## src/rtl/cache_pkg.sv

```systemverilog
//------------------------------------------------------------------------------
// Module  : cache_pkg
// Brief   : Line geometry shared with the instruction cache, plus refill states.
// Revision: 1.0 - initial release
//------------------------------------------------------------------------------
`default_nettype none

package cache_pkg;

    localparam int BLOCK_WIDTH = 4;
    localparam int BLOCK_SIZE  = 2 ** BLOCK_WIDTH;

    typedef enum logic [1:0] {
        IDLE = 2'd0,
        REQ  = 2'd1,
        READ = 2'd2,
        DONE = 2'd3
    } refill_state_e;

endpackage

`default_nettype wire

```

## src/rtl/icache_refill.sv

```systemverilog
//------------------------------------------------------------------------------
// Module  : icache_refill
// Brief   : Fetches one cache line byte-by-byte over the arbitrated RAM port
//           and hands it to the instruction cache with a single-cycle pulse.
// Revision: 1.0 - initial release
//------------------------------------------------------------------------------
`default_nettype none

module icache_refill #(
    parameter  int BLOCK_WIDTH = cache_pkg::BLOCK_WIDTH,
    localparam int BLOCK_SIZE  = 2 ** BLOCK_WIDTH
) (
    input  logic                    clkIn,
    input  logic                    resetIn,
    input  logic                    flushIn,
    input  logic                    missIn,
    input  logic [31:BLOCK_WIDTH]   missAddrIn,
    output logic                    ramReq,
    input  logic                    ramGrant,
    output logic [31:0]             ramAddr,
    output logic                    ramReadEn,
    input  logic [7:0]              ramDataIn,
    output logic                    memDataValid,
    output logic [31:BLOCK_WIDTH]   memAddr,
    output logic [BLOCK_SIZE*8-1:0] memDataOut
);

    import cache_pkg::*;

    localparam int CW = BLOCK_WIDTH + 1;

    refill_state_e              state_q, state_d;
    logic [CW-1:0]              cnt_q, cnt_d;
    logic [31:BLOCK_WIDTH]      addr_q, addr_d;
    logic [BLOCK_SIZE*8-1:0]    line_q, line_d;
    logic                       ram_req_q, ram_req_d;
    logic                       ram_rd_en_q, ram_rd_en_d;
    logic [31:0]                ram_addr_q, ram_addr_d;
    logic                       mem_valid_q, mem_valid_d;

    always_comb begin
        state_d = state_q;
        cnt_d   = cnt_q;
        addr_d  = addr_q;
        line_d  = line_q;

        case (state_q)
            IDLE: begin
                if (missIn && !flushIn) begin
                    addr_d  = missAddrIn;
                    state_d = REQ;
                end
            end
            REQ: begin
                if (flushIn) begin
                    state_d = IDLE;
                end else if (ramGrant) begin
                    state_d = READ;
                    cnt_d   = '0;
                end
            end
            READ: begin
                if (flushIn) begin
                    state_d = IDLE;
                    cnt_d   = '0;
                end else begin
                    // Data lags its address by one cycle, so count k lands byte k-1.
                    for (int k = 0; k < BLOCK_SIZE; k++) begin
                        if (cnt_q == CW'(k + 1)) begin
                            line_d[8*k +: 8] = ramDataIn;
                        end
                    end
                    if (cnt_q == CW'(BLOCK_SIZE)) begin
                        state_d = DONE;
                        cnt_d   = '0;
                    end else begin
                        cnt_d = cnt_q + 1'b1;
                    end
                end
            end
            DONE: begin
                state_d = IDLE;
            end
            default: begin
                state_d = IDLE;
            end
        endcase

        // Outputs are decoded from the next state so they come straight off flops.
        ram_req_d   = (state_d == REQ) || (state_d == READ);
        ram_rd_en_d = (state_d == READ) && (cnt_d < CW'(BLOCK_SIZE));
        ram_addr_d  = ram_rd_en_d ? {addr_d, cnt_d[BLOCK_WIDTH-1:0]} : 32'd0;
        mem_valid_d = (state_d == DONE);
    end

    always_ff @(posedge clkIn or negedge resetIn) begin
        if (!resetIn) begin
            state_q     <= IDLE;
            cnt_q       <= '0;
            addr_q      <= '0;
            line_q      <= '0;
            ram_req_q   <= 1'b0;
            ram_rd_en_q <= 1'b0;
            ram_addr_q  <= '0;
            mem_valid_q <= 1'b0;
        end else begin
            state_q     <= state_d;
            cnt_q       <= cnt_d;
            addr_q      <= addr_d;
            line_q      <= line_d;
            ram_req_q   <= ram_req_d;
            ram_rd_en_q <= ram_rd_en_d;
            ram_addr_q  <= ram_addr_d;
            mem_valid_q <= mem_valid_d;
        end
    end

    assign ramReq       = ram_req_q;
    assign ramReadEn    = ram_rd_en_q;
    assign ramAddr      = ram_addr_q;
    assign memDataValid = mem_valid_q;
    assign memAddr      = addr_q;
    assign memDataOut   = line_q;

endmodule

`default_nettype wire

```

## config.mk

```make
export PLATFORM = sky130hd
export DESIGN_NAME = icache_refill
export DESIGN_NICKNAME = d
export VERILOG_FILES = /design/src/rtl/cache_pkg.sv /design/src/rtl/icache_refill.sv
export SDC_FILE = /design/constraint.sdc
export NUM_CORES = 1
export LEC_CHECK = 0
export BUFFER_PORTS_ARGS = -buffer_cell sky130_fd_sc_hd__buf_2
export CORE_MARGIN = 5
export CORE_UTILIZATION = 45
export CTS_CLUSTER_DIAMETER = 150
export DETAILED_ROUTE_END_ITERATION = 16
export GPL_ROUTABILITY_DRIVEN = 0
export PLACE_DENSITY = 0.72
export SYNTH_ARGS = -nofsm -noshare
export SYNTH_HDL_FRONTEND = slang
export SYNTH_SLANG_ARGS = --single-unit
export TNS_END_PERCENT = 20
```

## constraint.sdc

```tcl
create_clock -name clkIn -period 3.6 [get_ports clkIn]
set_clock_uncertainty 0.1 [all_clocks]
set_input_delay 0.9 -clock clkIn [delete_from_list [all_inputs] [get_ports clkIn]]
set_output_delay 0.9 -clock clkIn [all_outputs]
set_load 0.02 [all_outputs]
```

==> impl_results.md, run 1 <==
- Status: complete, no violations
- XOR/XNOR Fraction of Synth Area: 0
- Sequential share of the synthesized area: 0.649
- Core ar.: between 15000 and 20000 sq um
- Cell area power density: 598 nW/um^2
- Synth warnings: 0
- WL final: between 15000 and 20000 um
- Drt pass-1 iters: 4
- Diode count: 0
- Share of layout cells above drive strength 1: 0.598
- Post-CTS sizing: 0
- Num CTS Buffers: 17
- Die width: 140 um
- Postcts setup bufs: 0
- Critical Path Source Type: flip-flop
- H-Tree Depth: 4
- CP most frequent cell: ha_1
- Synth Area in Simple Gates: 0.0634
- Critical path arrival: between 2 and 3 ns
- Vias in the first global route: between 5000 and 6000
- Tot GR Track Use: 0.190
- Final hold vios: 0
- Tcrit/Tclk final: 0.774
- Post-synth EDFFs: 0
- Initial Utilization: 0.459
- Routed Antenna Nets: 0
- Clk Tree Root Cell: clkbuf_16
- Synth Cell Area: 7640 sq um
- Synth Area in Adders: 0.0180
- Maximum number of pins on one net before global-route repair: 76
- Number of synthesized register bits: 198
- CP max stage delay: roughly 0.44 ns
- Hold buffer count at CTS: 0
- Synth Area in Compound Gates: 0.0167
- FF-to-FF End: ramAddr[23]$_DFF_PN0_
- Hold slack: 0.391 ns
- Final slew viol count: 0
- CP cell instances: inv_1 -> ha_1 -> nand4bb_1 -> nand2b_1 -> nor2_1 -> a211oi_1 -> ha_1 -> o221ai_2 -> buf_4 -> nor2b_1
- Max-cap violations: 0
- Top Ports: 232
- Clk slew on worst S/H paths: 0.07 ns
- Synth cell types: 40
- Reg2Reg Setup Slack: between 0.8 and 0.9 ns
- Largest family of logic cells by synthesized area: multiplexers
- Peak supply drop: 522 uV
- Die Ht: around 140 um
- Minimum clock period after layout: 2.79 ns
- CP required: 3.80 ns
- Normalized max-slew margin: 0.510
- Setup slack after layout: 0.814 ns
- Area grow syn2layout: 26.2%
- Kind of critical path: reg -> reg
- Final net count: 768
- Worst-path fanout max: 29
- CP max-delay cell: dfrtp_1
- Via count: 4797
- PnR Total Power: 5.76 mW
- Synthesized Nets: approximately 540
- FF-to-FF path depth: 10
- FMAX: ~360 MHz
- Async set-or-reset flop fraction in the synthesized netlist: 1.00
- First-pass GRT wire length: 29300 um
- DR WL/cell: 19.4 um
- Synth Instances: 485
- CTS tree: done
- Finish-stage setup viols: 0
- RSZ-0062 raised after global routing: false
- Placement Setup Slack: 0.724 ns
- Ys flop type: dfrtp_1
- Clock sink total: 198
- Initial DRC Count: 183
- Leakage: between 5 and 6 nW
- Via/cell ratio: 5.05
- Grt total ovfl: 0
- Slew @ Worst Pin: 0.734 ns
- # port buffers: approximately 230
- Die ar.: 19700 sq um
- Initial antenna violation count: 0
- # DRC: 0
- Worst R2R Start: cnt_q[0]$_DFF_PN0_
- Setup crit end kind: flip-flop
- FP Rows: 47
- Mux contribution to synthesized area: 0.234
- Final setup TNS: 0 ns
- Clock Path Buffers: 2
- Skew-Pair Late Insertion Delay: 0.43 ns
- Post-DP HPWL: 13300 um
- Syn avg cell area: 15.7 sq um
- Worst hold-check path type: in -> async
## how the worst max path moves through the flow
| stage | to | from | cells after the start |
|---|---|---|---|
| 4_1_cts | ramAddr[23]$_DFF_PN0_ | cnt_q[0]$_DFF_PN0_ | 10 |
| 5_1_grt | ramAddr[23]$_DFF_PN0_ | cnt_q[0]$_DFF_PN0_ | 9 |
| 3_5_place_dp | ramAddr[23]$_DFF_PN0_ | flushIn | 9 |
| 3_3_place_gp | ramAddr[29]$_DFF_PN0_ | flushIn | 9 |
| 2_1_floorplan | ramAddr[14]$_DFF_PN0_ | flushIn | 9 |
| 6_report | ramAddr[23]$_DFF_PN0_ | cnt_q[0]$_DFF_PN0_ | 10 |
## cell type report
cell class	instances	area [sq um]
inverter	9	33.8
timing repair buffer	234	1210
sequential	198	4950
clock inverter	14	189
tap	220	275
multi-input combinational	256	2540
clock buffer	18	439
fill	1360	7000
## per-stage QoR
step                 util  instances  cell area [sq um]
floorplan               -        485               7640
global placement    0.542        917               9010
detailed placement  0.542        917               9010
CTS                 0.579        949               9640
global route        0.579        949               9640
finish              0.579        949               9640
## critical path: cells and delay by family, from the launching register on
| kind | cells | cell delay (ns) |
|---|---|---|
| AO/OA/AOI/OAI | 2 | 0.18 |
| adder cells (fa/ha/maj) | 2 | 0.49 |
| buffers and inverters | 2 | 0.50 |
| flip-flops | 1 | 0.44 |
| AND/OR/NAND/NOR | 4 | 0.93 |
## cell usage in the layout, fill, tap and decap left out, types with 2 or more instances in the layout
master,n
nand2_1,9
bufinv_16,3
clkinv_4,3
ha_1,11
mux2_4,8
clkinvlp_4,2
buf_2,230
nor2_1,2
nor2b_1,34
clkbuf_16,17
dfrtp_1,198
inv_1,9
o21ai_0,4
and2b_1,2
and4_1,3
nand3_2,9
inv_6,4
nand3_1,2
inv_8,2
a21oi_1,3
mux2_2,148
buf_12,2
clkbuf_8,2
## cell families (layout without fill, tap and decap cells)
group                      after synthesis  after routing
and+or+nand+nor                         71             71
DFF                                    198            198
muxes                                  156            156
AOI/OAI and AO/OA                       18             18
buffers and inverters                   31            275
adders and majority gates               11             11
## routing by layer
layer	share of wire	track usage	wire length [um]
met5	0	0	0
met4	0.016	0.0520	289
met3	0.084	0.0746	1550
met2	0.50	0.309	9140
met1	0.40	0.238	7450
## power breakdown
part	internal (mW)	leakage (nW)	switching (mW)
logic	0.454	2.38	0.728
clock network	1.13	0.302	0.861
registers	2.47	2.70	0.119
## cells in the mapped netlist, types with 3 or more instances
library cell / number / area, sq um
dfrtp_1: 198 / 4950
and4_1: 3 / 26.3
mux2_4: 8 / 120
mux2_2: 148 / 1670
nor2b_1: 34 / 213
o21ai_0: 4 / 20.0
nand3_2: 9 / 90.1
a21oi_1: 3 / 15.0
nand2_1: 9 / 33.8
ha_1: 11 / 138
clkbuf_1: 11 / 41.3
inv_1: 9 / 33.8
buf_2: 6 / 30.0
## flip-flops by register name, summed over array words and instances (netlist names)
name / count
memDataOut: 128
ramAddr: 32
memAddr: 28
cnt_q: 5
state_q: 2
memDataValid: 1
ramReadEn: 1
ramReq: 1
No activity file was read; power rests on OpenSTA's default activity.
==> run 2, diff against run 1 <==
Settings changed: PLACE_DENSITY 0.72 to 0.75.
Clock period 3.6 ns to 2.35 ns, I/O delays scaled along.
==> run 2 against run 1 <==
Effect of this change: via count up 1.9%; sequential power up 53%; power up 48%; combinational power up 64%; global-route usage up 0.57 points; non-clock buffer count up 25; first-iteration DRC count down 6.6%; core utilization up 1.0 points; sequential share of layout area down 0.88 points; design area up 1.7%; final cell count up 2.5%; critical path depth down 3.
==> impl_results.md, run 2 (synthesis gave the netlist of run 1 again) <==
- Status: complete, no violations
- Initial antenna violation count: 0 (unchanged)
- WL final: 18900 um (+2.5%)
- H-Tree Depth: 4 (unchanged)
- Final slew viol count: 0 (unchanged)
- Core ar.: 16600 sq um (unchanged)
- Vias in the first global route: 5395 (+4.6%)
- CP required: 2.55 ns (-1.25 ns)
- Drt pass-1 iters: 4 (unchanged)
- Clk slew on worst S/H paths: 0.07 ns (about the same)
- DR WL/cell: 19.4 um (about the same)
- Post-DP HPWL: 13900 um (+4.7%)
- Top Ports: 232 (unchanged)
- # port buffers: 231 (unchanged)
- Area grow syn2layout: 28.4%
- Worst hold-check path type: in -> async
- Met1 Use GR: 0.235 (-0.00273)
- Cell area power density: 870 nW/um^2 (+46%)
- Critical Path Source Type: flip-flop
- Final net count: 793 (+3.3%)
- Max FFs per register: 128 (unchanged)
- Peak supply drop: 786 uV (+50%)
- Clock Path Buffers: 2 (unchanged)
- Commonest non-fill, non-tap cell in the layout: buf_2
- Tcrit/Tclk final: 0.927 (+0.153)
- Clock sink total: 198 (unchanged)
- RSZ-0062 raised after global routing: false
- Placement Setup Slack: 0.0348 ns (-0.689 ns)
- Met3 Usage GRT: 0.0729 (-0.00170)
- Maximum number of pins on one net before global-route repair: 61 (-20%)
- Die width: 140 um (unchanged)
- Global route hottest layer: met2
- Kind of critical path: reg -> reg
- Fillers: 1332 (-2.1%)
- Finish-stage setup viols: 0 (unchanged)
- CP max stage delay: 0.43 ns (about the same)
- Tot GR Track Use: 0.196 (+0.00574)
- Via/cell ratio: 5.02 (-0.66%)
- Max-cap violations: 0 (unchanged)
- CTS tree: done
- Share of layout cells above drive strength 1: 0.614 (+0.0155)
- Critical path arrival: 2.38 ns (-0.61 ns)
- Minimum clock period after layout: 2.18 ns (-0.608 ns)
- Slew @ Worst Pin: 0.525 ns (-0.209 ns)
- Diode count: 0 (unchanged)
- Setup slack after layout: 0.172 ns (-0.642 ns)
- Leakage: 5.50 nW (+2.1%)
- Initial DRC Count: 171 (-6.6%)
- Grt total ovfl: 0 (unchanged)
- CP cell instances: inv_2 -> ha_1 -> nor2b_4 -> and2_4 -> and4_1 -> buf_4 -> mux2_2
- Num CTS Buffers: 17 (unchanged)
- Clk Tree Root Cell: clkbuf_16
- Hold slack: 0.0565 ns (-0.334 ns)
- Final hold vios: 0 (unchanged)
- Skew-Pair Late Insertion Delay: 0.42 ns (about the same)
- # DRC: 0 (unchanged)
- Initial Utilization: 0.459 (unchanged)
- Met2 Resource Use GR: 0.333 (+0.0242)
- Worst-path fanout max: 11 (-62%)
- FMAX: 459 MHz (+28%)
- Die ar.: 19700 sq um (unchanged)
- Normalized max-slew margin: 0.650 (+0.140)
- First-pass GRT wire length: 30100 um (+2.8%)
- Final setup TNS: 0 ns (unchanged)
- Via count: 4886 (+1.9%)
- Setup crit end kind: flip-flop
- CP max-delay cell: dfrtp_1
- Die Ht: 140 um (unchanged)
- Routed Antenna Nets: 0 (unchanged)
- Most frequent cells in the layout: buf_2 (230), dfrtp_1 (198), mux2_2 (148)
- FP Rows: 47 (unchanged)
==> run 2: cell count changes in the layout (fill, tap and decap cells not counted), moves of 2 or more <==
cell       delta
inv_6         -2
buf_12        +4
inv_8         -2
buf_4        +20
bufinv_16     -3
clkbuf_1      +2
clkinv_2      +4
==> run 2: what timing repair did <==
item | CTS | global route
gates resized for setup | 1 | 8
hold endpoints to repair | 0 | 0
setup endpoints to repair | 1 | 34
pin swaps | 0 | 2
gates cloned | 0 | 0
setup buffers | 0 | 9
hold buffers | 0 | 0
==> run 2: power by group <==
group | switching [mW] | internal (mW)
clock network | 1.24 | 1.38
logic | 1.16 | 0.788
registers | 0.185 | 3.78
total | 2.58 | 5.95
==> run 2: layer usage <==
| metal | vias up | routed length [um] |
|---|---|---|
| met5 | - | 0 |
| met3 | 19 | 1520 |
| met2 | 174 | 9530 |
| met1 | 2498 | 7610 |
| li1 | 2195 | - |
| met4 | 0 | 237 |
==> run 2: metrics by stage <==
stage / power [mW] / utilization / area, sq um / instances
after CTS: 8.55 / 0.583 / 9710 / 964
final: 8.53 / 0.589 / 9810 / 973
after detailed placement: 5.92 / 0.552 / 9180 / 933
after floorplan: 5.15 / - / 7640 / 485
after global routing: 8.95 / 0.589 / 9810 / 973
after global placement: 5.84 / 0.552 / 9180 / 933
==> run 2: worst paths after layout <==
path / slack, ns / depth (start not counted) / from / endpoint
max in group asynchronous: 1.47 / 2 / resetIn / state_q[1]$_DFF_PN0_
setup reg to reg: 0.17 / 7 / state_q[0]$_DFF_PN0_ / memDataOut[88]$_DFFE_PN0P_
hold reg to reg: 0.40 / 1 / memDataOut[30]$_DFFE_PN0P_ / memDataOut[30]$_DFFE_PN0P_
setup / recovery: 0.17 / 7 / state_q[0]$_DFF_PN0_ / memDataOut[88]$_DFFE_PN0P_
hold / removal: 0.06 / 1 / resetIn / memDataOut[64]$_DFFE_PN0P_
min in group clkIn: 0.31 / 2 / missAddrIn[16] / memAddr[16]$_DFF_PN0_
==> run 2: final cells by class <==
cell class | count | area, sq um | area share
multi-input cells | 256 | 2570 | 0.262
well taps | 220 | 275 | 0.0281
clock inverters | 11 | 77.6 | 0.00791
clock buffers | 20 | 447 | 0.0455
repair buffers | 259 | 1450 | 0.148
flip-flops and latches | 198 | 4950 | 0.505
inverters | 9 | 33.8 | 0.00344
==> run 2: worst max-delay path, delay by kind of cell (launching register included) <==
kind	cells	cell delay, ns
muxes	1	0.35
buffers and inverters	2	0.31
adders and majority gates	1	0.22
and+or+nand+nor	3	0.65
DFF	1	0.43
